[config.mk]
export PLATFORM = sky130hd
export DESIGN_NAME = sa_skew_feeder
export DESIGN_NICKNAME = d
export VERILOG_FILES = /design/src/rtl/sa_skew_feeder.sv
export SDC_FILE = /design/constraint.sdc
export NUM_CORES = 1
export LEC_CHECK = 0
export BUFFER_PORTS_ARGS = -buffer_cell sky130_fd_sc_hd__buf_2
export CAP_MARGIN = 20
export CORE_UTILIZATION = 50
export DETAILED_ROUTE_END_ITERATION = 10
export GPL_ROUTABILITY_DRIVEN = 0
export PLACE_DENSITY = 0.76
export SYNTH_ARGS = -nofsm -noshare
export SYNTH_HDL_FRONTEND = slang
export SYNTH_SLANG_ARGS = --single-unit
[constraint.sdc]
create_clock -name clk -period 3.8 [get_ports clk]
set_input_delay 0 -clock clk [delete_from_list [all_inputs] [get_ports clk]]
set_output_delay 0 -clock clk [all_outputs]
set_load 0.01 [all_outputs]
[src/rtl/sa_skew_feeder.sv]
// Operand feeder for an N x N systolic array: buffers A and B, then streams
// A rows and B columns into the array edges with diagonal skew.
module sa_skew_feeder #(
    parameter int N  = 4,
    parameter int DW = 8,
    parameter int IW = 2
) (
    input  logic            clk,
    input  logic            rst,
    input  logic            ld_valid,
    output logic            ld_ready,
    input  logic            ld_sel,
    input  logic [IW-1:0]   ld_row,
    input  logic [IW-1:0]   ld_col,
    input  logic [DW-1:0]   ld_data,
    input  logic            start,
    output logic            pe_clr,
    output logic [N*DW-1:0] a_edge,
    output logic [N*DW-1:0] b_edge,
    output logic            busy,
    output logic            done
);

    localparam int TW = $clog2(3 * N);
    // One trailing all-zero cycle follows t = 3N-3 so PE(N-1,N-1) can
    // accumulate its final product before done is raised.
    localparam logic [TW-1:0] T_LAST = TW'(3 * N - 2);

    typedef enum logic [1:0] {S_IDLE, S_CLEAR, S_FEED, S_DONE} state_t;

    state_t            state_q, state_nxt;
    logic [TW-1:0]     t_q, t_nxt;
    logic [N*DW-1:0]   a_nxt, b_nxt;
    logic [DW-1:0]     a_mem [N][N];
    logic [DW-1:0]     b_mem [N][N];
    logic              wr;

    assign wr = ld_valid & ld_ready;

    // NOTE: the operand buffers are reset on purpose -- a run after reset must
    // see zeros, so this storage is flops rather than a RAM macro.
    always_ff @(posedge clk or negedge rst) begin
        if (!rst) begin
            for (int i = 0; i < N; i++) begin
                for (int j = 0; j < N; j++) begin
                    a_mem[i][j] <= '0;
                    b_mem[i][j] <= '0;
                end
            end
        end else if (wr) begin
            // Out-of-range indices match no element and are dropped.
            for (int i = 0; i < N; i++) begin
                for (int j = 0; j < N; j++) begin
                    if (ld_row == IW'(i) && ld_col == IW'(j)) begin
                        if (ld_sel) b_mem[i][j] <= ld_data;
                        else        a_mem[i][j] <= ld_data;
                    end
                end
            end
        end
    end

    // NOTE: state and outputs use <= so every flop samples pre-edge values.
    always_ff @(posedge clk or negedge rst) begin
        if (!rst) begin
            state_q  <= S_IDLE;
            t_q      <= '0;
            ld_ready <= 1'b0;
            pe_clr   <= 1'b0;
            busy     <= 1'b0;
            done     <= 1'b0;
            a_edge   <= '0;
            b_edge   <= '0;
        end else begin
            state_q  <= state_nxt;
            t_q      <= t_nxt;
            ld_ready <= (state_nxt == S_IDLE);
            pe_clr   <= (state_nxt == S_CLEAR);
            busy     <= (state_nxt == S_CLEAR) || (state_nxt == S_FEED);
            done     <= (state_nxt == S_DONE);
            a_edge   <= a_nxt;
            b_edge   <= b_nxt;
        end
    end

    always_comb begin
        // NOTE: default first so no path leaves state_nxt unassigned (no latch).
        state_nxt = state_q;
        case (state_q)
            S_IDLE:  if (start) state_nxt = S_CLEAR;
            S_CLEAR: state_nxt = S_FEED;
            S_FEED:  if (t_q == T_LAST) state_nxt = S_DONE;
            S_DONE:  state_nxt = S_IDLE;
            default: state_nxt = S_IDLE;
        endcase
    end

    // Outputs are computed for the upcoming cycle and registered above.
    always_comb begin
        t_nxt = '0;
        a_nxt = '0;
        b_nxt = '0;
        if (state_nxt == S_FEED && state_q == S_FEED)
            t_nxt = t_q + TW'(1);
        if (state_nxt == S_FEED) begin
            for (int i = 0; i < N; i++) begin
                for (int k = 0; k < N; k++) begin
                    if (t_nxt == TW'(i + k)) begin
                        a_nxt[i*DW +: DW] = a_mem[i][k];
                        b_nxt[i*DW +: DW] = b_mem[k][i];
                    end
                end
            end
        end
    end

endmodule

==> results of run 1 <==
==> worst paths after layout <==
kind,slack [ns],from,to
min in group asynchronous,0.16,rst,a_mem[34]$_DFFE_PN0P_
worst min-delay path,0.06,ld_row[0],b_mem[102]$_DFFE_PN0P_
max in group asynchronous,2.60,rst,a_mem[101]$_DFFE_PN0P_
worst min register to register,0.49,a_mem[99]$_DFFE_PN0P_,a_mem[99]$_DFFE_PN0P_
worst max register to register,0.37,state_q[0]$_DFF_PN0_,b_edge[27]$_DFF_PN0_
worst max-delay path,0.37,state_q[0]$_DFF_PN0_,b_edge[27]$_DFF_PN0_
==> critical path, delay by kind of cell (launching register included) <==
family	cells	cell delay [ns]
and+or+nand+nor	4	1.39
AOI/OAI and AO/OA	2	0.67
adders and majority gates	2	0.51
buffers and inverters	2	0.38
DFF	1	0.35
==> cell usage after synthesis, types with 17 or more instances <==
master     instances
dfrtp_1          330
nand3_1           41
and2_1            18
nor3_1            34
nor2_2            18
nand3b_1          18
mux2_2           246
a21oi_1           33
clkbuf_1          51
nor2_1            21
nand2_1           47
buf_2             37
o2111ai_1         32
o22ai_1           17
==> state kept, by name, summed over array words and instances, names as in the netlist <==
name / cells
pe_clr: 1
busy: 1
done: 1
state_q: 2
b_mem: 128
a_edge: 32
ld_ready: 1
a_mem: 128
t_q: 4
b_edge: 32
==> power by group through the flow <==
stage / clock [W] / sequential [W] / combinational (W)
floorplan: 0 / 0.00449 / 0.00116
global placement: 0 / 0.00451 / 0.00163
detailed placement: 0 / 0.00455 / 0.00168
CTS: 0.00337 / 0.00449 / 0.00169
global route: 0.00350 / 0.00458 / 0.00184
finish: 0.00331 / 0.00450 / 0.00168
==> cells by family after synthesis <==
group	Yosys count
compound gates	186
mux	256
buf+inv	107
flops	330
xor+xnor	4
fa+ha+maj	8
simple gates	257
==> per-layer routing <==
metal | track usage | vias to the layer above | share of wire
li1 | - | 4341 | -
met1 | 0.321 | 5056 | 0.43
met2 | 0.386 | 309 | 0.48
met3 | 0.0421 | 77 | 0.057
met4 | 0.0877 | 2 | 0.028
met5 | 0 | - | 0.00023
==> per-stage QoR <==
step                cells   util  total power, W  hold slack, ns
detailed placement   1544  0.535         0.00623           0.200
CTS                  1608  0.575         0.00956          0.0324
global placement     1544  0.535         0.00615           0.195
finish               1612  0.575         0.00949          0.0606
floorplan            1148      -         0.00565          -0.296
global route         1608  0.575         0.00992          0.0628
==> final cells by class <==
class,instances,area [um2]
fillers,2363,12300
flip-flops and latches,330,8260
multi-input cells,711,6000
clock buffers,55,1070
repair buffers,112,683
well taps,384,480
clock inverters,7,56.3
inverters,9,33.8
diodes,4,10.0
==> flow_metrics.tcl, run 1 <==
set metrics [dict create \
    arrival_ns 3.82 \
    portBuffers 84 \
    fp.dieH_um 174 \
    finalWorstSetupSlack_ns 0.372 \
    fp-row-count 62 \
    grt_overflow 0 \
    grt_usage 0.237 \
    post-route-period-util 0.902 \
    synthesis.area_um2 14700 \
    clk_latency_ns 0.52 \
    numCtsBuffers 35 \
    post_cts_buffers 0 \
    cp-start-kind "register" \
    grt_pass1_vias 10133 \
    core_area_um2 28900 \
    post_drt_wl_per_cell_um 21.6 \
    postCtsHoldBufs 2 \
    finalSetupTns_ns 0 \
    endpoint_kind "register" \
    rsz0062_at_grt "false" \
    synth_compound_area_frac 0.102 \
    power_frac_seq 0.474 \
    io-pin-count 85 \
    viasPerCell 6.07 \
    min-delay-path-class "input port to register" \
    synthMuxAreaShare 0.196 \
    syn_nets 1173 \
    wl_um 34800 \
    syn_inst 1148 \
    switching_share 0.274 \
    clock_path_buffers 3 \
    yosysWarnings 0 \
    layout_commonest_cell "dfrtp_1" \
    antenna_found_initial 5 \
    cp_common_cell "ha_1" \
    synthTopCellsByArea "dfrtp_1 56%, mux2_2 19%, o2111ai_1 1.9%" \
    place_area_um2 15400 \
    drv_slew 0 \
    synth-edff-count 0 \
    setup_violations 0 \
    die_w_um 174 \
    final_area_um2 16600 \
    clk_pin_slew_ns 0.06 \
    internal_power_w 0.00689 \
    start_util 0.510 \
    cp_slowest_cell "nor2_4" \
    synthToLayoutAreaGrowth_pct 12.7 \
    drive_above_1_share 0.374 \
    dr.pass1.iters 5 \
    drc 0 \
    layout_common_cells "330 x dfrtp_1, 246 x mux2_2, 83 x buf_2" \
    status "finished, final reports clean" \
    p_leak_nw 7.82 \
    yosysSeqAreaShare 0.561 \
    max_freq_mhz 292 \
    place_ws_ns 0.420 \
    cts_sinks 330 \
    fin_skew_ns 0.0150 \
    max_stage_delay_ns 0.47 \
    path_class "register to register" \
    synth-simple-area-share 0.0978 \
    postCtsResizedCells 0 \
    synth_cell_types 56 \
    h-tree-depth 2 \
    synth_top_area_frac 0.561 \
    pwr-share-clk 0.349 \
    tritoncts "built" \
    worst_pin_slew_ns 0.994 \
    dp_hpwl_um 21000 \
    maxCapViolations 0 \
    critPathRequiredTime_ns 4.19 \
    grt_max_degree 129 \
    grt_pass1_wl_um 56600 \
    max-slew-margin-rel 0.337 \
    vias 9785 \
    peakVddDrop_uv 288 \
    yosys_most_used_dff "dfrtp_1" \
    synth-adder-area-share 0.00680 \
    fin_crit_ns 3.43 \
    whs_path_depth 3 \
    ys_seq_elements 330 \
    hold_viol_final 0 \
    final_nets 1224 \
    p_sw_w 0.00260 \
    worstPathMaxFanout 24 \
    p_per_area_nw_per_um2 572 \
    cts_root_buf "clkbuf_16" \
    synth_area_leader_cell "dfrtp_1" \
    synth_top_family_by_area "multiplexers" \
    dieArea_um2 30100 \
    final_antenna_net_count 0 \
    postSynthAreaPerCell_um2 12.8 \
    async_flop_share 1.00 \
    synth-xor-area-share 0.00391 \
    path_cells "inv_1 > ha_1 > and2_1 > o32ai_1 > ha_1 > buf_4 > nand2_1 > nor2_4 > nand3_2 > a2bb2oi_1" \
    comb_power_share 0.177 \
    drtIter0Drc 739 \
    reg2regPathDepth 10 \
]
Note: power is estimated with default switching activity, not from simulation.
==> run 2, diff against run 1 <==
- CELL_PAD_IN_SITES_DETAIL_PLACEMENT: unset -> 0
- CELL_PAD_IN_SITES_GLOBAL_PLACEMENT: unset -> 1
- PLACE_DENSITY: 0.76 -> 0.88
==> run 2 against run 1 <==
Effect of this change: final area shrank 0.36%; critical path depth is the same; critical endpoint is now a_edge[25]$_DFF_PN0_; utilization shrank 0.21 points; critical path type unchanged; clock power is essentially flat; total power is essentially flat; maximum frequency shrank 2.6%.
==> flow_metrics.tcl, run 2 (same netlist as run 1, synthesis figures left out) <==
set metrics [dict create \
    status "finished, final reports clean" \
    dp_hpwl_um 20700 \
    synthToLayoutAreaGrowth_pct 12.3 \
    wl_um 35900 \
    hold_path_end "b_mem[102]$_DFFE_PN0P_" \
    die_w_um 174 \
    arrival_ns 3.91 \
    fp.dieH_um 174 \
    setup_violations 0 \
    cp-startpoint "state_q[1]$_DFF_PN0_" \
    core_area_um2 28900 \
    path_cells "inv_1 > ha_1 > and2_1 > o32ai_1 > ha_1 > buf_4 > nand2_1 > nor2_4 > nand3_2 > a2bb2oi_1" \
    clk_latency_ns 0.52 \
    reg2reg_slack_ns 0.28 \
    cp_common_cell "ha_1" \
    viasPerCell 6.13 \
    fp-row-count 62 \
    grt_pass1_vias 10224 \
    max-slew-margin-rel 0.291 \
    min-delay-path-class "input port to register" \
    clk_pin_slew_ns 0.06 \
    numCtsBuffers 35 \
    top_regs "a_mem: 128 flops, b_mem: 128 flops" \
    clock_path_buffers 3 \
    layout_common_cells "330 x dfrtp_1, 246 x mux2_2, 83 x buf_2" \
    cp_slowest_cell "nor2_4" \
    rsz0062_at_grt "false" \
    maxCapViolations 0 \
    grt_usage 0.245 \
    post_cts_buffers 0 \
    cp-start-kind "register" \
    hold_viol_final 0 \
    cts_sinks 330 \
    drtIter0Drc 918 \
    drc 0 \
    dr.pass1.iters 5 \
    cts_root_buf "clkbuf_16" \
    endpoint_kind "register" \
    worst_pin_slew_ns 1.06 \
    reg2regPathDepth 10 \
    finalWorstSetupSlack_ns 0.279 \
    grt_overflow 0 \
    grt_pass1_wl_um 58100 \
    fin_skew_ns 0.00976 \
    antenna_found_initial 3 \
    place_ws_ns 0.318 \
    r2r-end "a_edge[25]$_DFF_PN0_" \
    whs_path_depth 3 \
    vias 9840 \
    drv_slew 0 \
    tritoncts "built" \
    drive_above_1_share 0.370 \
    critPathRequiredTime_ns 4.19 \
    p_leak_nw 7.79 \
    worstPathMaxFanout 22 \
    post_drt_wl_per_cell_um 22.4 \
    max_freq_mhz 284 \
    io-pin-count 85 \
    h-tree-depth 2 \
    r2r-start "state_q[1]$_DFF_PN0_" \
    path_class "register to register" \
    final_nets 1221 \
    fin_crit_ns 3.52 \
    finalSetupTns_ns 0 \
    layout_commonest_cell "dfrtp_1" \
    final_antenna_net_count 0 \
    portBuffers 84 \
    start_util 0.510 \
    hold_start "ld_row[0]" \
    post-route-period-util 0.927 \
    max_stage_delay_ns 0.49 \
    grt_max_degree 192 \
    dieArea_um2 30100 \
    p_per_area_nw_per_um2 573 \
    peakVddDrop_uv 305 \
]
## run 2: cell types whose count changed in the layout (fill, tap and decap cells not counted), moves of 2 or more
cell      previous run  this run
clkbuf_8            10         8
clkinv_2             3         5
diode_2              4         2
buf_4               23        20
inv_6                2         0
## run 2: how the worst max path moves through the flow
stage | end | slack (ns) | depth (start not counted)
2_1_floorplan | a_edge[20]$_DFF_PN0_ | 0.82 | 15
3_3_place_gp | b_edge[26]$_DFF_PN0_ | 0.51 | 10
3_5_place_dp | a_edge[25]$_DFF_PN0_ | 0.32 | 10
4_1_cts | a_edge[25]$_DFF_PN0_ | 0.31 | 10
5_1_grt | a_edge[30]$_DFF_PN0_ | 0.03 | 10
6_report | a_edge[25]$_DFF_PN0_ | 0.28 | 10
## run 2: area by class of cell
class	count	area (um2)
tap	384	480
inverter	9	33.8
antenna	2	5.00
fill	2401	12300
sequential	330	8260
timing repair buffer	109	651
clock buffer	55	1070
multi-input combinational	711	6000
clock inverter	6	32.5
## run 2: power breakdown
part           switching, W  leakage (nW)  internal [W]
Clock               0.00136         0.545       0.00194
Sequential         0.000325          4.45       0.00417
Combinational      0.000929          2.79      0.000763
Total               0.00261          7.79       0.00687
## run 2: metrics by stage
| stage | util | cells | power, W | area, um2 | hold WS, ns |
|---|---|---|---|---|---|
| after floorplan | - | 1148 | 0.00565 | 14700 | -0.296 |
| after global placement | 0.534 | 1540 | 0.00614 | 15400 | -0.217 |
| after detailed placement | 0.534 | 1540 | 0.00622 | 15400 | -0.217 |
| after CTS | 0.573 | 1604 | 0.00955 | 16500 | 0.0256 |
| after global routing | 0.573 | 1604 | 0.00992 | 16500 | 0.0603 |
| final | 0.573 | 1606 | 0.00948 | 16500 | 0.0397 |
## run 2: worst max-delay path: cells and delay by family, from the launching register on
family | cells | cell delay [ns]
adders and majority gates | 2 | 0.51
buffers and inverters | 2 | 0.37
and+or+nand+nor | 4 | 1.44
AOI/OAI and AO/OA | 2 | 0.69
DFF | 1 | 0.39
## run 2: per-layer routing
metal  track usage  share of wire
met5             0              0
met3        0.0432          0.057
met2         0.393           0.48
met1         0.340           0.44
met4        0.0819          0.028
## run 2: timing repair
action / CTS / global route
setup endpoints to repair: 0 / 0
hold buffers: 3 / 0
gates resized for setup: 0 / 0
endpoints found under the hold margin: 331 / 0
==> run 3, diff against run 2 <==
--- a/config.mk
+++ b/config.mk
@@ -14,3 +14,3 @@
 export GPL_ROUTABILITY_DRIVEN = 0
-export PLACE_DENSITY = 0.88
+export PLACE_DENSITY = 0.79
 export SYNTH_ARGS = -nofsm -noshare
==> constraint.sdc (replaced) <==
create_clock -name clk -period 3.8 [get_ports clk]
set_input_delay 0.76 -clock clk [delete_from_list [all_inputs] [get_ports clk]]
set_output_delay 0.76 -clock clk [all_outputs]
set_load 0.01 [all_outputs]
==> run 3 against run 2 <==
Effect of this change: sequential power about the same; critical path depth unchanged; register-to-register slack gained 0.28 ns; largest power group unchanged.
==> flow_metrics.tcl, run 3 (same netlist as run 1, synthesis figures left out) <==
set metrics [dict create \
    status "finished, final reports clean" \
    postCtsResizedCells 0 \
    wl_met1_um 16100 \
    finalNonFillerCells 1613 \
    fin_skew_ns 0.0143 \
    wl_met2_um 17200 \
    grt_max_degree 116 \
    clk_latency_ns 0.51 \
    wl_met3_um 1750 \
    fp-row-count 62 \
    die_w_um 174 \
    numCtsBuffers 36 \
    synthToLayoutAreaGrowth_pct 13.3 \
    grt_pass1_vias 10119 \
    fin_crit_ns 3.24 \
    viasPerCell 6.01 \
    drv_slew 0 \
    max-slew-margin-rel 0.256 \
    final_antenna_net_count 0 \
    start_util 0.510 \
    dr.pass1.iters 5 \
    post-place-cells 1550 \
    postCtsHoldBufs 0 \
    max_freq_mhz 309 \
    cts_root_buf "clkbuf_16" \
    cp-start-kind "register" \
    worst_pin_slew_ns 1.11 \
    ff_latch_area_um2 8260 \
    arrival_ns 3.64 \
    final_nets 1229 \
    multi_input_comb_area_um2 6000 \
    drive_above_1_share 0.379 \
    critPathRequiredTime_ns 4.20 \
    peakVddDrop_uv 360 \
    drtIter0Drc 676 \
    finalSetupTns_ns 0 \
    post-route-period-util 0.853 \
    post_drt_wl_per_cell_um 22.3 \
    grt_overflow 0 \
    fp.dieH_um 174 \
    clk_pin_slew_ns 0.07 \
    worstPathMaxFanout 32 \
    p_leak_nw 7.88 \
    rsz0062_at_grt "false" \
    fillers 2399 \
    portBuffers 84 \
    vias 9690 \
    wl_um 35900 \
    p_per_area_nw_per_um2 578 \
    layout_commonest_cell "dfrtp_1" \
    tritoncts "built" \
    post_cts_buffers 0 \
    grt_usage 0.246 \
    top_layer "met4" \
    path_class "register to register" \
    io-pin-count 85 \
    clock_path_buffers 3 \
    drc 0 \
    top_regs "a_mem: 128 flops, b_mem: 128 flops" \
    core_area_um2 28900 \
    grt_pass1_wl_um 57900 \
    h-tree-depth 2 \
    endpoint_kind "register" \
    antenna_found_initial 2 \
    min-delay-path-class "input port to asynchronous set/reset pin" \
    power.total_w 0.00964 \
    layout_common_cells "330 x dfrtp_1, 246 x mux2_2, 83 x buf_2" \
    dp_hpwl_um 21500 \
    dieArea_um2 30100 \
    cts_sinks 330 \
    setup_violations 0 \
    maxCapViolations 0 \
    hold_viol_final 0 \
]
==> run 3: cell types whose count changed in the layout (fill, tap and decap cells not counted), sizes merged <==
| cell | change |
|---|---|
| dlygate4sd3 | -3 |
| clkbuf | -1 |
| buf | +10 |
| clkinvlp | -1 |
| bufinv | +2 |
==> run 3: report_power, final <==
| group | internal (W) | switching [W] |
|---|---|---|
| sequential | 0.00417 | 0.000320 |
| combinational | 0.000770 | 0.000909 |
| clock | 0.00211 | 0.00136 |
==> run 3: path summary, 6_finish.rpt <==
check	start	end	slack (ns)	depth (start not counted)
max reg2reg	t_q[1]$_DFF_PN0_	a_edge[14]$_DFF_PN0_	0.56	10
min in group clk	b_mem[43]$_DFFE_PN0P_	b_mem[43]$_DFFE_PN0P_	0.49	1
max	t_q[1]$_DFF_PN0_	a_edge[14]$_DFF_PN0_	0.56	10
min reg2reg	b_mem[43]$_DFFE_PN0P_	b_mem[43]$_DFFE_PN0P_	0.49	1
max in group asynchronous	rst	b_mem[29]$_DFFE_PN0P_	2.55	2
min	rst	a_edge[26]$_DFF_PN0_	0.36	1
==> run 3: critical path: stages (launching register included) <==
cell	delay (ns)
dfrtp_1	0.46
ha_1	0.22
nand2_1	0.06
nor3_1	0.05
o32ai_1	0.43
ha_1	0.44
and3b_1	0.51
nand3_1	0.14
buf_4	0.30
or3_1	0.37
o2111a_1	0.14
==> run 3: layout make-up <==
class / instances / share of cell area
multi-input combinational: 711 / 0.360
inverter: 9 / 0.00203
timing repair buffer: 116 / 0.0432
tap: 384 / 0.0288
clock buffer: 54 / 0.0653
sequential: 330 / 0.495
antenna: 2 / 0.000300
clock inverter: 7 / 0.00510
==> run 3: through the flow <==
stage / cell area, um2 / hold slack (ns) / utilization / setup WS [ns]
6_report: 16700 / 0.357 / 0.578 / 0.560
5_1_grt: 16700 / 0.420 / 0.578 / 0.359
4_1_cts: 16700 / 0.392 / 0.578 / 0.555
3_5_place_dp: 15500 / 0.478 / 0.537 / 0.376
3_3_place_gp: 15500 / 0.464 / 0.537 / 0.423
2_1_floorplan: 14700 / 0.451 / - / 0.819
==> run 3: routing by layer <==
layer | GRT usage | vias up
met4 | 0.0782 | 0
met3 | 0.0421 | 66
met5 | 0 | -
li1 | - | 4345
met1 | 0.340 | 5034
met2 | 0.397 | 245
